**config.mk**
```make
export PLATFORM = sky130hd
export DESIGN_NAME = ex_mem_stage_reg
export DESIGN_NICKNAME = d
export VERILOG_FILES = /design/src/rtl/ex_mem_stage_reg.sv
export SDC_FILE = /design/constraint.sdc
export NUM_CORES = 1
export LEC_CHECK = 0
export CAP_MARGIN = 0
export CORE_UTILIZATION = 46
export DETAILED_ROUTE_END_ITERATION = 8
export PLACE_DENSITY = 0.95
export RECOVER_POWER = 25
export SYNTH_ARGS = -nofsm -noshare
export SYNTH_HDL_FRONTEND = slang
export SYNTH_SLANG_ARGS = --single-unit
```
**constraint.sdc**
```tcl
create_clock -name Clk -period 4.4 [get_ports Clk]
set_clock_uncertainty 0.15 [all_clocks]
set_input_delay 0.88 -clock Clk [delete_from_list [all_inputs] [get_ports Clk]]
set_output_delay 0.88 -clock Clk [all_outputs]
set_load 0.01 [all_outputs]
```
**src/rtl/ex_mem_stage_reg.sv**
```systemverilog
`default_nettype none
// ============================================================================
// Module   : ex_mem_stage_reg
// Purpose  : EX/Mem pipeline register for the uP16 5-stage core. Carries the
//            Mem/WB control bits, ALU result, store data, RF destination and
//            ALU status from EX to Mem, with stall hold, flush-to-bubble, a
//            valid bit, forwarding-hit detection back toward EX and saturating
//            stall/bubble event counters.
// Ports    : Clk, Rst            - clock, synchronous active-high reset
//            stall, flush        - hold / bubble request from hazard unit
//            valid_i             - EX holds a real instruction
//            sel_mem2Reg, RFwriteEnab, memWriteEnab, memEnab - EX controls
//            ALUresult, storeData, RFdest_rd, ALUstatus      - EX data
//            src_rs, src_rt      - EX source addresses for forwarding compare
//            cnt_clr             - clear both performance counters
//            valid_o, *_o        - registered stage contents
//            fwd_rs_hit, fwd_rt_hit - combinational forwarding match
//            stall_cnt, bubble_cnt  - saturating event counters
// Revision : 1.0 - initial release
// ============================================================================
module ex_mem_stage_reg #(
    parameter int DSIZE   = 16,
    parameter int RSIZE   = 3,
    parameter int SSIZE   = 4,
    parameter int CSIZE   = 16,
    parameter int R0_ZERO = 1
) (
    input  logic             Clk,
    input  logic             Rst,
    input  logic             stall,
    input  logic             flush,
    input  logic             valid_i,
    input  logic             sel_mem2Reg,
    input  logic             RFwriteEnab,
    input  logic             memWriteEnab,
    input  logic             memEnab,
    input  logic [DSIZE-1:0] ALUresult,
    input  logic [DSIZE-1:0] storeData,
    input  logic [RSIZE-1:0] RFdest_rd,
    input  logic [SSIZE-1:0] ALUstatus,
    input  logic [RSIZE-1:0] src_rs,
    input  logic [RSIZE-1:0] src_rt,
    input  logic             cnt_clr,
    output logic             valid_o,
    output logic             sel_mem2Reg_o,
    output logic             RFwriteEnab_o,
    output logic             memWriteEnab_o,
    output logic             memEnab_o,
    output logic [DSIZE-1:0] ALUresult_o,
    output logic [DSIZE-1:0] storeData_o,
    output logic [RSIZE-1:0] RFdest_rd_o,
    output logic [SSIZE-1:0] ALUstatus_o,
    output logic             fwd_rs_hit,
    output logic             fwd_rt_hit,
    output logic [CSIZE-1:0] stall_cnt,
    output logic [CSIZE-1:0] bubble_cnt
);

    localparam logic [CSIZE-1:0] c_cnt_max = {CSIZE{1'b1}};

    logic             r_valid;
    logic             r_sel_mem2reg;
    logic             r_rf_we;
    logic             r_mem_we;
    logic             r_mem_en;
    logic [DSIZE-1:0] r_alu_result;
    logic [DSIZE-1:0] r_store_data;
    logic [RSIZE-1:0] r_rf_dest;
    logic [SSIZE-1:0] r_alu_status;
    logic [CSIZE-1:0] r_stall_cnt;
    logic [CSIZE-1:0] r_bubble_cnt;

    logic w_load;
    logic w_stall_evt;
    logic w_bubble_evt;
    logic w_rs_r0;
    logic w_rt_r0;

    // Flush overrides stall; a load is the only case where inputs are taken.
    assign w_load       = ~stall & ~flush;
    assign w_stall_evt  = stall & ~flush;
    // A bubble enters the stage either by flush or by loading an empty slot.
    assign w_bubble_evt = flush | (w_load & ~valid_i);

    // ------------------------------------------------------------------
    // Pipeline contents. Data fields keep their value on flush so only
    // the control/valid bits are forced to a bubble.
    // ------------------------------------------------------------------
    always_ff @(posedge Clk) begin
        if (Rst) begin
            r_valid       <= 1'b0;
            r_sel_mem2reg <= 1'b0;
            r_rf_we       <= 1'b0;
            r_mem_we      <= 1'b0;
            r_mem_en      <= 1'b0;
            r_alu_result  <= '0;
            r_store_data  <= '0;
            r_rf_dest     <= '0;
            r_alu_status  <= '0;
        end else if (flush) begin
            r_valid       <= 1'b0;
            r_sel_mem2reg <= 1'b0;
            r_rf_we       <= 1'b0;
            r_mem_we      <= 1'b0;
            r_mem_en      <= 1'b0;
        end else if (w_load) begin
            // Controls are gated by valid_i so an invalid slot can never
            // write the RF or memory downstream.
            r_valid       <= valid_i;
            r_sel_mem2reg <= sel_mem2Reg  & valid_i;
            r_rf_we       <= RFwriteEnab  & valid_i;
            r_mem_we      <= memWriteEnab & valid_i;
            r_mem_en      <= memEnab      & valid_i;
            r_alu_result  <= ALUresult;
            r_store_data  <= storeData;
            r_rf_dest     <= RFdest_rd;
            r_alu_status  <= ALUstatus;
        end
    end

    // ------------------------------------------------------------------
    // Saturating event counters; clear takes priority over increment.
    // ------------------------------------------------------------------
    always_ff @(posedge Clk) begin
        if (Rst || cnt_clr) begin
            r_stall_cnt  <= '0;
            r_bubble_cnt <= '0;
        end else begin
            if (w_stall_evt && (r_stall_cnt != c_cnt_max)) begin
                r_stall_cnt <= r_stall_cnt + 1'b1;
            end
            if (w_bubble_evt && (r_bubble_cnt != c_cnt_max)) begin
                r_bubble_cnt <= r_bubble_cnt + 1'b1;
            end
        end
    end

    // ------------------------------------------------------------------
    // Forwarding match toward EX. Register 0 is hard-wired zero when
    // R0_ZERO is set, so a write to it must never be forwarded.
    // ------------------------------------------------------------------
    assign w_rs_r0    = (R0_ZERO != 0) && (src_rs == '0);
    assign w_rt_r0    = (R0_ZERO != 0) && (src_rt == '0);
    assign fwd_rs_hit = r_valid & r_rf_we & (r_rf_dest == src_rs) & ~w_rs_r0;
    assign fwd_rt_hit = r_valid & r_rf_we & (r_rf_dest == src_rt) & ~w_rt_r0;

    assign valid_o        = r_valid;
    assign sel_mem2Reg_o  = r_sel_mem2reg;
    assign RFwriteEnab_o  = r_rf_we;
    assign memWriteEnab_o = r_mem_we;
    assign memEnab_o      = r_mem_en;
    assign ALUresult_o    = r_alu_result;
    assign storeData_o    = r_store_data;
    assign RFdest_rd_o    = r_rf_dest;
    assign ALUstatus_o    = r_alu_status;
    assign stall_cnt      = r_stall_cnt;
    assign bubble_cnt     = r_bubble_cnt;

endmodule
`default_nettype wire

```
==> results_dict.tcl <==
set metrics [dict create \
    timing.final.hold_violations 0 \
    multi_input_area_mm2 0.00164 \
    routed_wirelength_um 9110 \
    place_inst 615 \
    fin_util_pct 70.8 \
    worst-endpoint-arrival_ns 2.40 \
    cap_violations 0 \
    synth_top_area_share_pct 46.5 \
    rsz_0062_raised_after_global_routing "no" \
    global_route.overflow_total 0 \
    synthesis.yosys.warnings 0 \
    die_w_um 86.3 \
    drt_first_iter_violations 195 \
    port_buffers 132 \
    grt_start_max_net_pins 52 \
    ys_top_cells_by_area "sky130_fd_sc_hd__dfxtp_1 (47%), sky130_fd_sc_hd__nand2_1 (12%), sky130_fd_sc_hd__a21oi_1 (9.2%), sky130_fd_sc_hd__or4_1 (3.2%), sky130_fd_sc_hd__o31ai_1 (2.5%)" \
    rrSetupSlack_ns 2.04 \
    ctsResizeCount 0 \
    min_period_ns 3.43 \
    power.density_cell_area_mw_per_mm2 294 \
    drt-pass1-iter-count 4 \
    wire_per_inst_um 14.4 \
    max_freq_ghz 0.291 \
    synth_area_leader_cell "sky130_fd_sc_hd__dfxtp_1" \
    num_vias 3425 \
    place_worst_setup_slack_ns 0.961 \
    postCtsHoldBufs 0 \
    tritoncts_num_sinks 76 \
    critPathCaptureType "output pin" \
    worstHoldEndpoint "ALUresult_o[15]" \
    setup_total_negative_slack_ns 0 \
    area.sequential_mm2 0.00152 \
    ioPinCount 133 \
    fin_ws_ns 0.967 \
    syn_avg_cell_area_um2 8.06 \
    required_ns 3.37 \
    final.fill_count 511 \
    fin_nets 587 \
    clk-insertion-delay-late_ns 0.33 \
    synth.distinct_cells 43 \
    startpoint_type "primary input" \
    first_global_vias 3173 \
    viasPerCell 5.43 \
    global_route.usage.total_pct 24.5 \
    run_status "completed" \
    synth_enable_flop_cells 0 \
    remaining_drc_errors 0 \
    worst_hold_path_type "reg2reg" \
    gp_routability_congestion 0.822 \
    place.detailed.hpwl_um 6410 \
    grt_antenna_before_repair 0 \
    cts-buffers-inserted 9 \
    clk_transition_reported_paths_ns 0.07 \
    core_area_mm2 0.00683 \
    vdd_ir_drop_max_v 0.000194 \
    die_height_um 86.3 \
    area_growth_pct 47.8 \
    layout-drive-gt1-share_pct 4.67 \
    timing.hold.ws_ns 0.303 \
    maxSlewViolCount 0 \
    worstMarginPinSlew_ns 0.927 \
    r2r_start "stall_cnt[0]" \
    netlist_area_mm2 0.00327 \
    n_antenna_cell 0 \
    clock_tree_from_tritoncts "done" \
    fin_crit_sh_pct 78.0 \
    reg2reg_depth 5 \
    timing.hold.worst_path_depth 2 \
    yosys_register_bits 76 \
    seq_area_frac_synth_pct 46.5 \
    floorplan.initialDensity_pct 47.9 \
    postCtsSetupRepairBufs 0 \
    cts.path.max_buffers 2 \
    total_leakage_power_nw 1.71 \
    antenna_left 0 \
    yosys_most_used_dff "sky130_fd_sc_hd__dfxtp_1" \
    synthesis.nets 463 \
    worstHoldStart "ALUresult_o[15]" \
    fin_cells 631 \
    rr_endpoint "stall_cnt[10]" \
    cts_max_level 3 \
    gate_count_of_the_mapped_netlist 406 \
    report.final.setup_viol 0 \
    rows 30 \
    cts.root.buffer_cell "sky130_fd_sc_hd__clkbuf_8" \
    worst-setup-path-type "in2out" \
    critPathMaxFanout 1 \
    die_area_mm2 0.00745 \
    normalized_max_slew_margin_pct 37.9 \
    postSynth.asyncResetShare_pct 0 \
    grt_pass1_wl_um 14500 \
]
-- cells in the mapped netlist (all sizes together), types with 3 or more instances --
master / instances
nor2: 18
or2: 3
a21oi: 60
or4: 14
nor4: 6
mux2i: 5
o31ai: 11
inv: 3
dfxtp: 76
and3: 4
buf: 5
o21ai: 5
and4: 4
nor3: 12
nand2: 101
nand3: 12
o21a: 4
nand4: 8
or3: 9
xnor2: 3
clkbuf: 17
-- registers in the layout, summed over array words and instances, names as in the netlist --
name / flops
memWriteEnab_o: 1
memEnab_o: 1
sel_mem2Reg_o: 1
RFdest_rd_o: 3
RFwriteEnab_o: 1
storeData_o: 16
ALUstatus_o: 4
stall_cnt: 16
valid_o: 1
bubble_cnt: 16
ALUresult_o: 16
-- layer usage --
| metal | track usage, % | vias to the layer above | share of wire (%) |
|---|---|---|---|
| li1 | - | 1701 | - |
| met1 | 27.7 | 1607 | 40 |
| met2 | 43.1 | 113 | 51 |
| met3 | 9.24 | 4 | 8.5 |
| met4 | 6.97 | 0 | 0.58 |
| met5 | 0 | - | 0 |
-- where the power goes --
part	leakage [nW]	switching, mW	total (mW)	internal [mW]
Sequential	0.617	0.0117	0.717	0.706
Combinational	0.989	0.0718	0.158	0.0860
Clock	0.102	0.252	0.544	0.292
-- layout make-up --
cell class | instances | share of cell area (%)
Timing Repair Buffer | 135 | 27.7
Tap cell | 96 | 2.48
Clock inverter | 4 | 0.983
Multi-Input combinational cell | 305 | 33.9
Clock buffer | 12 | 3.21
Inverter | 3 | 0.233
Sequential cell | 76 | 31.5
-- metrics by stage --
step                      instance area (um^2)  power, mW
final                                     4830       1.42
after global routing                      4830       1.47
after CTS                                 4830       1.43
after detailed placement                  4630      0.896
after global placement                    4630      0.891
after floorplan                           3270      0.797
-- critical path, stage by stage --
cell                              delay (ns)
sky130_fd_sc_hd__clkdlybuf4s50_1        0.47
sky130_fd_sc_hd__xnor2_1                0.11
sky130_fd_sc_hd__o2111ai_1              0.13
sky130_fd_sc_hd__nor3_1                 0.22
sky130_fd_sc_hd__clkdlybuf4s50_1        0.58
-- cells in the final DEF, fill, tap and decap left out, drive strengths merged, types with 5 or more instances in the layout --
cell | netlist | layout
nor2 | 18 | 18
nand3 | 12 | 12
o31ai | 11 | 11
dlygate4sd3 | 0 | 34
o21ai | 5 | 5
a21oi | 60 | 60
or3 | 9 | 9
or4 | 14 | 14
clkdlybuf4s50 | 0 | 97
clkbuf | 17 | 12
mux2i | 5 | 5
dfxtp | 76 | 76
nand4 | 8 | 8
nor3 | 12 | 12
nor4 | 6 | 6
nand2 | 101 | 101
-- worst max path at each step --
| stage | end | slack [ns] | from | depth (start not counted) |
|---|---|---|---|---|
| 6_report | fwd_rt_hit | 0.97 | src_rt[1] | 5 |
| 2_1_floorplan | stall_cnt[15] | 1.78 | flush | 7 |
| 5_1_grt | fwd_rt_hit | 0.91 | src_rt[1] | 5 |
| 4_1_cts | fwd_rt_hit | 1.0 | src_rt[1] | 5 |
| 3_5_place_dp | bubble_cnt[8] | 0.96 | stall | 5 |
| 3_3_place_gp | fwd_rs_hit | 1.04 | src_rs[1] | 5 |
-- logic make-up after synthesis --
kind of cell    count (synthesis)  share of synthesized area [%]
buf+inv                        25                           3.40
xor+xnor                        5                           1.34
compound gates                 97                           17.6
simple gates                  196                           28.8
mux                             5                           1.53
fa+ha+maj                       2                          0.765
flops                          76                           46.5
Power figures use the tool's default switching activity.
